**src/rtl/serial_rx.sv**
```systemverilog
// serial_rx: framed serial receiver (1 start, N data LSB-first, 1 stop).
// Two-flop input synchronizer, mid-bit sampling driven by a bit timer,
// valid/ready output port with framing-error and overrun pulses.
//
//   state       | meaning
//   ------------+----------------------------------------------------------
//   S_IDLE      | line idle, waiting for rxs==0
//   S_START     | timing to mid start bit to confirm it is not a glitch
//   S_DATA      | sampling N data bits at mid-bit, LSB first
//   S_STOP      | sampling the stop bit; deliver word or flag framing error
//   S_WAIT_HIGH | after a bad stop bit, hold until the line returns high
module serial_rx #(
  parameter int N            = 8,
  parameter int CLKS_PER_BIT = 16
) (
  input  logic         clk,
  input  logic         rst,
  input  logic         sin,
  output logic [N-1:0] dout,
  output logic         valid,
  input  logic         ready,
  output logic         frame_err,
  output logic         overrun
);

  localparam int TW = (CLKS_PER_BIT > 1) ? $clog2(CLKS_PER_BIT) : 1;
  localparam int BW = ($clog2(N + 1) > 0) ? $clog2(N + 1) : 1;

  localparam logic [TW-1:0] T_HALF = TW'(CLKS_PER_BIT / 2 - 1);
  localparam logic [TW-1:0] T_FULL = TW'(CLKS_PER_BIT - 1);
  localparam logic [BW-1:0] B_LAST = BW'(N - 1);

  typedef enum logic [2:0] {
    S_IDLE,
    S_START,
    S_DATA,
    S_STOP,
    S_WAIT_HIGH
  } state_t;

  state_t        state_q, state_d;
  logic [1:0]    sync_q;
  logic          rxs;
  logic [TW-1:0] timer_q, timer_d;
  logic [BW-1:0] bitcnt_q, bitcnt_d;
  logic [N-1:0]  shreg_q, shreg_d;
  logic          deliver;
  logic          bad_stop;

  assign rxs = sync_q[1];

  // Two-flop synchronizer; resets to the idle (high) line level.
  always_ff @(posedge clk or negedge rst) begin
    if (!rst) sync_q <= 2'b11;
    else      sync_q <= {sync_q[0], sin};
  end

  // FSM state, bit timer, bit counter and shift register.
  always_ff @(posedge clk or negedge rst) begin
    if (!rst) begin
      state_q  <= S_IDLE;
      timer_q  <= '0;
      bitcnt_q <= '0;
      shreg_q  <= '0;
    end else begin
      state_q  <= state_d;
      timer_q  <= timer_d;
      bitcnt_q <= bitcnt_d;
      shreg_q  <= shreg_d;
    end
  end

  // Next-state logic: the timer free-runs and is cleared at each bit boundary.
  always_comb begin
    state_d  = state_q;
    timer_d  = timer_q + 1'b1;
    bitcnt_d = bitcnt_q;
    shreg_d  = shreg_q;
    deliver  = 1'b0;
    bad_stop = 1'b0;
    case (state_q)
      S_IDLE: begin
        timer_d = '0;
        if (!rxs) state_d = S_START;
      end
      S_START: begin
        if (timer_q == T_HALF) begin
          if (rxs) begin
            state_d = S_IDLE;
          end else begin
            state_d  = S_DATA;
            timer_d  = '0;
            bitcnt_d = '0;
          end
        end
      end
      S_DATA: begin
        if (timer_q == T_FULL) begin
          // Shift right, new bit enters at the MSB so the first bit ends at LSB.
          shreg_d        = shreg_q >> 1;
          shreg_d[N-1]   = rxs;
          bitcnt_d       = bitcnt_q + 1'b1;
          timer_d        = '0;
          if (bitcnt_q == B_LAST) state_d = S_STOP;
        end
      end
      S_STOP: begin
        if (timer_q == T_FULL) begin
          if (rxs) begin
            deliver = 1'b1;
            state_d = S_IDLE;
          end else begin
            bad_stop = 1'b1;
            state_d  = S_WAIT_HIGH;
          end
        end
      end
      S_WAIT_HIGH: begin
        timer_d = '0;
        if (rxs) state_d = S_IDLE;
      end
      default: state_d = S_IDLE;
    endcase
  end

  // Output port: load on delivery when the slot is free or being consumed,
  // otherwise drop the word and pulse overrun.
  always_ff @(posedge clk or negedge rst) begin
    if (!rst) begin
      dout      <= '0;
      valid     <= 1'b0;
      frame_err <= 1'b0;
      overrun   <= 1'b0;
    end else begin
      frame_err <= bad_stop;
      overrun   <= deliver && valid && !ready;
      if (deliver && (!valid || ready)) begin
        dout  <= shreg_q;
        valid <= 1'b1;
      end else if (valid && ready) begin
        valid <= 1'b0;
      end
    end
  end

endmodule

```
**config.mk**
```make
export PLATFORM = sky130hd
export DESIGN_NAME = serial_rx
export DESIGN_NICKNAME = d
export VERILOG_FILES = /design/src/rtl/serial_rx.sv
export SDC_FILE = /design/constraint.sdc
export NUM_CORES = 1
export LEC_CHECK = 0
export BUFFER_PORTS_ARGS = -buffer_cell sky130_fd_sc_hd__buf_2
export CAP_MARGIN = 25
export CORE_MARGIN = 5
export CORE_UTILIZATION = 58
export CTS_CLUSTER_SIZE = 10
export DETAILED_ROUTE_END_ITERATION = 12
export GPL_ROUTABILITY_DRIVEN = 1
export HOLD_SLACK_MARGIN = 0.08
export PLACE_DENSITY = 0.75
export SETUP_SLACK_MARGIN = 0.02
export SLEW_MARGIN = 5
export SYNTH_ARGS = -nofsm -noshare
export SYNTH_HDL_FRONTEND = slang
export SYNTH_SLANG_ARGS = --single-unit
```
**constraint.sdc**
```tcl
create_clock -name clk -period 2.88 [get_ports clk]
set_input_delay 0.576 -clock clk [delete_from_list [all_inputs] [get_ports clk]]
set_output_delay 0.576 -clock clk [all_outputs]
set_load 0.02 [all_outputs]
```
==> impl_metrics.yaml <==
placement:
  gp_congestion: 0.753
  port_buffers: 14
  hpwl_mm: 1.62
  placed_area_mm2: 0.00144
  dp.cells: 145
sta:
  whs_ns: 0.274
  relSlewSlack_pct: 53.7
  drv_slew: 0
  worstMarginPinSlew_ns: 0.693
  rsz0062_at_grt: "no"
  fmax_mhz: 457
  clock_skew_ns: 0.0105
  setup_viol: 0
  period_share_pct: 76.1
  final-hold-violation-count: 0
  final.setup.tns_ns: 0
  fin_crit_ns: 2.19
logic_synthesis:
  synth_edf_count: 0
  async_flop_share_pct: 100
  yosysWarnings: 0
  synthDistinctLibCells: 34
  yosysTopAreaCell: "dfrtp_1"
  yosysMostFrequentCell: "dfrtp_1"
  synth_area_leaders: "dfrtp_1 (54%), mux2_2 (13%), dfstp_2 (3.8%), buf_6 (2.5%), nor2_1 (1.9%)"
  synth_common_cells: "dfrtp_1 (30), mux2_2 (16), nor2_1 (7)"
  ys_seq_elements: 32
  synth_area_mm2: 0.00138
  synth_top_flop_cell: "dfrtp_1"
  synth_nets: 114
  syn_inst: 108
  synth_top_area_share_pct: 54.5
  avgSynthCellArea_um2: 12.8
  yosysSeqAreaShare_pct: 58.3
global_routing:
  grt.busiest_layer: "met2"
  grt_use_met3_pct: 5.48
  grt_pass1_wl_mm: 4.12
  grt_antenna_before_repair: 0
  use_met2_pct: 24.0
  grt_pass1_vias: 881
  grt_max_degree: 33
  use_met1_pct: 21.2
  grt-ovfl-total: 0
  track_usage_pct: 16.3
cts:
  clk_pin_slew_ns: 0.10
  holdBufCountCts: 0
  cts_tree: "yes"
  cts_resized: 0
  cts_buffers: 5
  h-tree-depth: 2
  cts_setup_buffers: 0
  clk_path_buf_depth: 2
  cts-root-buf: "clkbuf_4"
  insertion_delay_ns: 0.33
  cts.sinks: 32
setup_path:
  startpoint: "timer_q[0]"
  path_class: "reg -> reg"
  r2r_start: "timer_q[0]"
  arrival_ns: 2.40
  r2r_slack_ns: 0.69
  crit_required_ns: 3.09
  end_kind: "flop"
  crit_path_end: "dout[1]"
  cp_max_fo: 8
  regToRegEndpoint: "dout[1]"
  ff2ff_path_depth: 5
  start_kind: "flop"
layout:
  fillCellCount: 175
  drive_gt1_share_pct: 34.4
  final_cells: 153
  fin_nets: 130
  areaGrowthSynthToFinish_pct: 9.99
  final_cell_area_mm2: 0.00152
  antenna_cells: 0
floorplan:
  die_y_um: 58.7
  start_util_pct: 61.7
  fp.dieW_um: 58.7
  rows: 17
  top_level_ports: 15
  coreArea_mm2: 0.00223
  die_area_mm2: 0.00345
route:
  drt_first_pass_iters: 4
  dr_total_vias: 886
  drc: 0
  vias_per_cell: 5.79
  drt_wl_total_mm: 2.40
  drt_iter0_markers: 11
  avgRoutedWirePerCell_um: 15.7
  ant_nets: 0
power_and_ir_drop:
  p_total_mw: 1.12
  peakVddDrop_mv: 0.578
  power_density_mw_per_mm2: 737
  leakagePower_nw: 0.750
worst_hold_path:
  min_path_type: "in -> async"
outcome:
  status: "complete, no violations"
run:
  cap_violations: 0
[worst min path at each step]
stage	from	to	slack, ns	cells past startpoint
2_1_floorplan	rst	bitcnt_q[0]	0.28	0
3_3_place_gp	sync_q[0]	sync_q[1]	0.35	0
3_5_place_dp	sync_q[0]	sync_q[1]	0.35	0
4_1_cts	rst	valid	0.28	1
5_1_grt	rst	valid	0.32	1
6_report	rst	valid	0.27	1
[state kept, by name, summed over array words and instances, names as in the netlist]
signal     flops
valid          1
timer_q        4
dout           8
frame_err      1
state_q        3
shreg_q        8
bitcnt_q       4
overrun        1
sync_q         2
[cell usage in the layout, fill, tap and decap left out, types with 2 or more instances in the layout]
cell type and n:
o21ai_0 2, nand3b_1 2, mux2_2 16, nor2_1 7, nand2_1 6, a21oi_1 4
buf_2 14, nand3_1 4, ha_1 2, nand4_1 2, a211oi_1 2, dfstp_2 2
inv_1 3, clkbuf_4 5, nand2b_1 3, dfrtp_1 30
[power by group]
group / switching (mW) / total [mW] / internal (mW)
clock: 0.141 / 0.323 / 0.182
combinational: 0.100 / 0.200 / 0.100
sequential: 0.0873 / 0.594 / 0.506
[layout make-up]
class                           count  area (µm²)  area share, %
Clock buffer                        6        41.3           2.73
Clock inverter                      2        35.0           2.31
Inverter                            3        11.3          0.743
Multi-Input combinational cell     67         512           33.8
Sequential cell                    32         803           53.0
Tap cell                           28        35.0           2.31
Timing Repair Buffer               15        77.6           5.12
[cell families after synthesis]
kind of cell             Yosys count  share of synthesized area (%)
flip-flops                        32                           58.3
XOR/XNOR                           1                          0.636
AND/OR/NAND/NOR                   33                           13.5
AO/OA/AOI/OAI                     14                           6.99
buffers and inverters              9                           4.54
multiplexers                      17                           14.2
adder cells (fa/ha/maj)            2                           1.82
[routing by layer]
layer	part of all wire, %	up-vias
met1	44	432
met5	0	-
met3	5.6	9
met4	2.9	0
li1	-	419
met2	48	26
[critical path: stages, from the launching register on]
cell	delay, ns
dfrtp_1	0.38
ha_1	0.25
and4b_1	0.27
nand4_1	0.17
nor2b_1	0.60
mux2_2	0.42
[per-stage QoR]
stage | util [%] | worst slack (ns)
detailed placement | 64.4 | 0.726
global placement | 64.4 | 0.760
global route | 67.8 | 0.547
finish | 67.8 | 0.689
floorplan | - | 1.18
CTS | 67.8 | 0.707
Note: power is estimated with default switching activity, not from simulation.
